$ cat config.mk
export PLATFORM = sky130hd
export DESIGN_NAME = mux_escritura_rtc
export DESIGN_NICKNAME = d
export VERILOG_FILES = /design/src/rtl/mux_escritura_rtc.sv
export SDC_FILE = /design/constraint.sdc
export NUM_CORES = 1
export LEC_CHECK = 0
export CORE_MARGIN = 2
export CORE_UTILIZATION = 35
export CTS_BUF_LIST = sky130_fd_sc_hd__clkbuf_8
export CTS_CLUSTER_SIZE = 25
export DETAILED_ROUTE_END_ITERATION = 8
export GPL_TIMING_DRIVEN = 0
export PLACE_DENSITY = 0.69
export SYNTH_ARGS = -nofsm -noshare
export SYNTH_HDL_FRONTEND = slang
export SYNTH_SLANG_ARGS = --single-unit
export TNS_END_PERCENT = 1
$ cat constraint.sdc
create_clock -name clk -period 3 [get_ports clk]
set_clock_uncertainty 0.15 [all_clocks]
set_input_delay 0.6 -clock clk [delete_from_list [all_inputs] [get_ports clk]]
set_output_delay 0.6 -clock clk [all_outputs]
set_load 0.005 [all_outputs]
$ cat src/rtl/mux_escritura_rtc.sv
// Merges write requests from the fecha/hora/crono edit controllers onto the
// single RTC write engine: per-source accept/buffer, fixed-priority arbiter, timeout.

module mux_escritura_rtc_src (
  input  logic       clk,
  input  logic       resetM,
  input  logic       req_i,
  input  logic [1:0] campo_i,
  input  logic [7:0] dato_i,
  input  logic       clr_i,
  output logic       ack_o,
  output logic       pend_o,
  output logic       bad_o,
  output logic [1:0] campo_o,
  output logic [7:0] dato_o
);
  logic       ack_q, pend_q;
  logic [1:0] campo_q;
  logic [7:0] dato_q;
  logic       acc;

  // A request is only looked at while nothing from this source is queued.
  assign acc   = req_i & ~pend_q;
  assign bad_o = acc & (campo_i == 2'd3);

  always_ff @(posedge clk or negedge resetM) begin
    if (!resetM) begin
      ack_q   <= 1'b0;
      pend_q  <= 1'b0;
      campo_q <= 2'd0;
      dato_q  <= 8'd0;
    end else begin
      ack_q <= acc;
      if (acc && !bad_o) begin
        pend_q  <= 1'b1;
        campo_q <= campo_i;
        dato_q  <= dato_i;
      end else if (clr_i) begin
        pend_q <= 1'b0;
      end
    end
  end

  assign ack_o   = ack_q;
  assign pend_o  = pend_q;
  assign campo_o = campo_q;
  assign dato_o  = dato_q;
endmodule

module mux_escritura_rtc #(
  parameter int          TIMEOUT   = 255,
  parameter logic [7:0]  DIR_HORA  = 8'h21,
  parameter logic [7:0]  DIR_FECHA = 8'h24,
  parameter logic [7:0]  DIR_CR    = 8'h41
) (
  input  logic       clk,
  input  logic       resetM,
  input  logic       req_fecha,
  input  logic       req_hora,
  input  logic       req_cr,
  input  logic [1:0] campo_fecha,
  input  logic [1:0] campo_hora,
  input  logic [1:0] campo_cr,
  input  logic [7:0] dato_fecha,
  input  logic [7:0] dato_hora,
  input  logic [7:0] dato_cr,
  output logic       ack_fecha,
  output logic       ack_hora,
  output logic       ack_cr,
  output logic       wr_start,
  output logic [7:0] wr_addr,
  output logic [7:0] wr_data,
  input  logic       wr_done,
  input  logic       clr_err,
  output logic       busy,
  output logic [2:0] err
);
  localparam int         NSRC    = 3;
  localparam logic [7:0] TO_LAST = 8'(TIMEOUT - 1);

  typedef enum logic [1:0] {IDLE, START, WAIT} state_t;

  // Lane index matches the err bit: 2 = fecha, 1 = hora, 0 = crono.
  logic [NSRC-1:0]       req, ack, pend, bad, clr;
  logic [NSRC-1:0][1:0]  campo_in, campo_buf;
  logic [NSRC-1:0][7:0]  dato_in, dato_buf;

  state_t     state_q;
  logic [1:0] sel_q, sel_nxt;
  logic [7:0] cnt_q;
  logic       wr_start_q;
  logic [7:0] wr_addr_q, wr_data_q;
  logic [2:0] err_q, err_set;
  logic       fin, tmo;

  assign req      = {req_fecha, req_hora, req_cr};
  assign campo_in = {campo_fecha, campo_hora, campo_cr};
  assign dato_in  = {dato_fecha, dato_hora, dato_cr};

  for (genvar g = 0; g < NSRC; g++) begin : g_src
    mux_escritura_rtc_src u_src (
      .clk     (clk),
      .resetM  (resetM),
      .req_i   (req[g]),
      .campo_i (campo_in[g]),
      .dato_i  (dato_in[g]),
      .clr_i   (clr[g]),
      .ack_o   (ack[g]),
      .pend_o  (pend[g]),
      .bad_o   (bad[g]),
      .campo_o (campo_buf[g]),
      .dato_o  (dato_buf[g])
    );
  end

  function automatic logic [7:0] base_addr(input logic [1:0] idx);
    case (idx)
      2'd2:    return DIR_FECHA;
      2'd1:    return DIR_HORA;
      default: return DIR_CR;
    endcase
  endfunction

  assign sel_nxt = pend[2] ? 2'd2 : (pend[1] ? 2'd1 : 2'd0);

  // A done arriving on the limit cycle still counts as success.
  assign fin     = (state_q == WAIT) && (wr_done || (cnt_q == TO_LAST));
  assign tmo     = (state_q == WAIT) && !wr_done && (cnt_q == TO_LAST);
  assign clr     = fin ? (3'b001 << sel_q) : 3'b000;
  assign err_set = (tmo ? (3'b001 << sel_q) : 3'b000) | bad;

  always_ff @(posedge clk or negedge resetM) begin
    if (!resetM) begin
      state_q    <= IDLE;
      sel_q      <= 2'd0;
      cnt_q      <= 8'd0;
      wr_start_q <= 1'b0;
      wr_addr_q  <= 8'd0;
      wr_data_q  <= 8'd0;
      err_q      <= 3'd0;
    end else begin
      err_q <= (clr_err ? 3'd0 : err_q) | err_set;
      case (state_q)
        IDLE: begin
          if (|pend) begin
            sel_q      <= sel_nxt;
            wr_start_q <= 1'b1;
            wr_addr_q  <= base_addr(sel_nxt) + {6'd0, campo_buf[sel_nxt]};
            wr_data_q  <= dato_buf[sel_nxt];
            state_q    <= START;
          end
        end
        START: begin
          wr_start_q <= 1'b0;
          cnt_q      <= 8'd0;
          state_q    <= WAIT;
        end
        WAIT: begin
          if (fin) state_q <= IDLE;
          else     cnt_q   <= cnt_q + 8'd1;
        end
        default: state_q <= IDLE;
      endcase
    end
  end

  assign {ack_fecha, ack_hora, ack_cr} = ack;
  assign wr_start = wr_start_q;
  assign wr_addr  = wr_addr_q;
  assign wr_data  = wr_data_q;
  assign err      = err_q;
  assign busy     = (state_q != IDLE) || (|pend);
endmodule

==> out/results.ini, run 1 <==
[placement]
place_congestion=0.844
hpwlAfterDp_um=4610
place_inst=429
numPortBuffers=58

[finish]
nets=376
drive_above_1_share=0.176
multi_input_area_mm2=0.00119
regArea_mm2=0.00165
final_core_util=0.470
finalNonFillerCells=445
area_delta_synth_final_pct=31.3
n_antenna_cell=0
fillCellCount=769

[setup_path]
slowest_delay_ns=0.45
worstPathArrival_ns=1.64
worst_setup_path_end_kind=output port
path_buf_inv=2
crit_chain=buf_4, nor3_1, nand2_1, clkdlybuf4s50_1
critPathLaunchType=flip-flop
cpMaxStageDelayCell=clkdlybuf4s50_1
crit_family=buffers and inverters
worstSetupPathType=flip-flop to output port
worst-path-max-fanout=9
crit_required_ns=2.25

[grt]
grt_pass1_vias=2146
grt.total_usage=0.147
grt_max_degree=67
grt_overflow=0
antenna_found_initial=0
grt_pass1_wl_um=10100

[synth]
synthesis.area_mm2=0.00293
synth.avg_cell_area_um2=11.1
synth_cell_type_count=40
ys_seq_elements=66
yosysWarnings=0
synth_cells=265
ys_seq_area_frac=0.564

[clock_network]
clockRootBuffer=clkbuf_8
postCtsSetupBuffers=0
insertion_delay_ns=0.34
cts_max_level=3
clk_pin_slew_ns=0.07
cts_hold_buf=0
cts_made_buffers=9
post_cts_resized=0
clock-sinks=66
cts_tree=yes
cts_max_path_buffers=2

[die]
core_area_mm2=0.00818
dieHeight_um=95.5
die_area_mm2=0.00912
initial_core_util=0.358
pin_count=61
rows=33
die_width_um=95.5

[sta]
max_slew.worst_pin.slew_ns=0.820
fin_crit_sh=0.798
hold_viol=0
tns_ns=0
report.final.slew_viol_count=0
rsz0062_at_grt=false
setup_violations=0
relSlewSlack=0.453
min_period_ns=2.39
timing.fmax_ghz=0.418

[power]
leakage_nw=1.76
ir_drop_mv=0.326
powerDensity_mw_per_mm2=916
power.total_mw=3.52

[routing]
detail_route.drc_violations=0
vias=2184
totalWireLength_um=6280
drt_first_pass_iters=4
viasPerCell=4.91
ant_nets=0
avgRoutedWirePerCell_um=14.1
drt_iter0_drc=107

[hold_path]
min_path_type=input pin to asynchronous set/reset pin

[flow_run]
maxCapViolCount=0

[run_status]
outcome=complete, no violations

[Yosys cell counts (all sizes together)]
cell / number / area, um2
dfrtp: 66 / 1650
nand2: 36 / 145
nor2: 27 / 101
mux2: 24 / 270
o21ai: 19 / 98.9
a21oi: 11 / 55.1
mux2i: 11 / 110
buf: 9 / 61.3
nand3: 9 / 45.0
nand2b: 8 / 50.1
inv: 7 / 26.3
ha: 4 / 50.1
and3: 3 / 20.0
nor3: 3 / 15.0
o211ai: 3 / 27.5
o31ai: 3 / 22.5
clkbuf: 2 / 7.51
nand4: 2 / 18.8
o221ai: 2 / 17.5
o41ai: 2 / 17.5
xnor2: 2 / 17.5
a21boi: 1 / 11.3
a2bb2oi: 1 / 8.76
a31oi: 1 / 6.26
and2: 1 / 6.26
and4: 1 / 10.0
conb: 1 / 3.75
nand3b: 1 / 7.51
nor2b: 1 / 6.26
nor3b: 1 / 18.8
o21a: 1 / 7.51
or2b: 1 / 7.51
or3: 1 / 6.26
[registers in the layout, indices dropped and copies added, names as in the netlist]
name	cells
wr_data	8
g_src.u_src.ack_o	3
g_src.u_src.campo_o	6
state_q	2
cnt_q	8
err	3
g_src.u_src.dato_o	24
wr_addr	6
sel_q	2
g_src.u_src.pend_o	3
wr_start	1
[kinds of logic after synthesis]
| family | after synthesis | share of synthesized area |
|---|---|---|
| other | 1 | 0.00128 |
| AO/OA/AOI/OAI | 44 | 0.0931 |
| flip-flops | 66 | 0.564 |
| AND/OR/NAND/NOR | 95 | 0.156 |
| adder cells (fa/ha/maj) | 4 | 0.0171 |
| buffers and inverters | 18 | 0.0325 |
| XOR/XNOR | 2 | 0.00598 |
| multiplexers | 35 | 0.130 |
[path summary, 6_finish.rpt]
kind	from	end	slack, ns	cells after the start
worst max-delay path	g_src[2].u_src.pend_o$_DFFE_PN0P_	busy	0.61	4
worst min-delay path	resetM	g_src[2].u_src.dato_o[4]$_DFFE_PN0P_	0.20	1
worst max register to register	g_src[1].u_src.pend_o$_DFFE_PN0P_	wr_addr[2]$_DFFE_PN0P_	0.96	8
worst min register to register	wr_start$_DFFE_PN0P_	wr_start$_DFFE_PN0P_	0.33	2
max in group asynchronous	resetM	g_src[1].u_src.campo_o[0]$_DFFE_PN0P_	1.95	1
min in group clk	wr_start$_DFFE_PN0P_	wr_start$_DFFE_PN0P_	0.33	2
[power by group]
part,internal (mW),switching [mW]
registers,1.26,0.216
clock network,0.425,0.338
logic,0.672,0.608
total,2.36,1.16
[layer usage]
layer | global-route usage | wire, um
met4 | 0.0714 | 185
met2 | 0.234 | 3020
met1 | 0.188 | 2820
met5 | 0 | 0
met3 | 0.0332 | 253
[cell type report]
class,instances,share of cell area
timing repair buffer,58,0.150
multi-input combinational,182,0.308
clock inverter,5,0.0137
inverter,7,0.00683
tap,105,0.0342
clock buffer,11,0.0394
sequential,66,0.429
buffer,11,0.0179
[cells in the final DEF, fill, tap and decap left out, drive strengths merged, types with 2 or more instances in the layout]
master	count
nor2	27
mux2i	11
ha	4
clkinv	3
xnor2	2
nand2	36
o31ai	3
o221ai	2
nand3	9
o41ai	2
nand4	2
and3	3
nand2b	8
buf	10
clkdlybuf4s50	57
o21ai	19
mux2	24
o211ai	3
conb	2
nor3	3
a21oi	11
inv	7
dfrtp	66
clkbuf	13
[metrics by stage]
| stage | area (um2) | hold WS [ns] | setup slack [ns] |
|---|---|---|---|
| global route | 3850 | 0.268 | 0.471 |
| detailed placement | 3640 | 0.321 | 0.780 |
| global placement | 3640 | 0.317 | -1.01 |
| CTS | 3850 | 0.242 | 0.592 |
| finish | 3850 | 0.197 | 0.605 |
| floorplan | 2930 | 0.154 | 1.20 |
Note: power is estimated with default switching activity, not from simulation.
==> inputs of run 2 (changes only) <==
==> constraint.sdc (replaced) <==
create_clock -name clk -period 2.5 [get_ports clk]
set_clock_uncertainty 0.15 [all_clocks]
set_input_delay 0.5 -clock clk [delete_from_list [all_inputs] [get_ports clk]]
set_output_delay 0.5 -clock clk [all_outputs]
set_load 0.005 [all_outputs]
==> results of run 2 <==
The final DEF is identical to that of run 1. Status: complete, no violations.
Main changes from that run: setup slack after placement 0.780 ns -> 0.380 ns; setup slack after layout 0.605 ns -> 0.205 ns; hold slack 0.197 ns -> 0.0970 ns; register-to-register setup slack 0.96 ns -> 0.46 ns; total power 3.52 mW -> 4.23 mW; worst IR drop on VDD 0.326 mV -> 0.391 mV
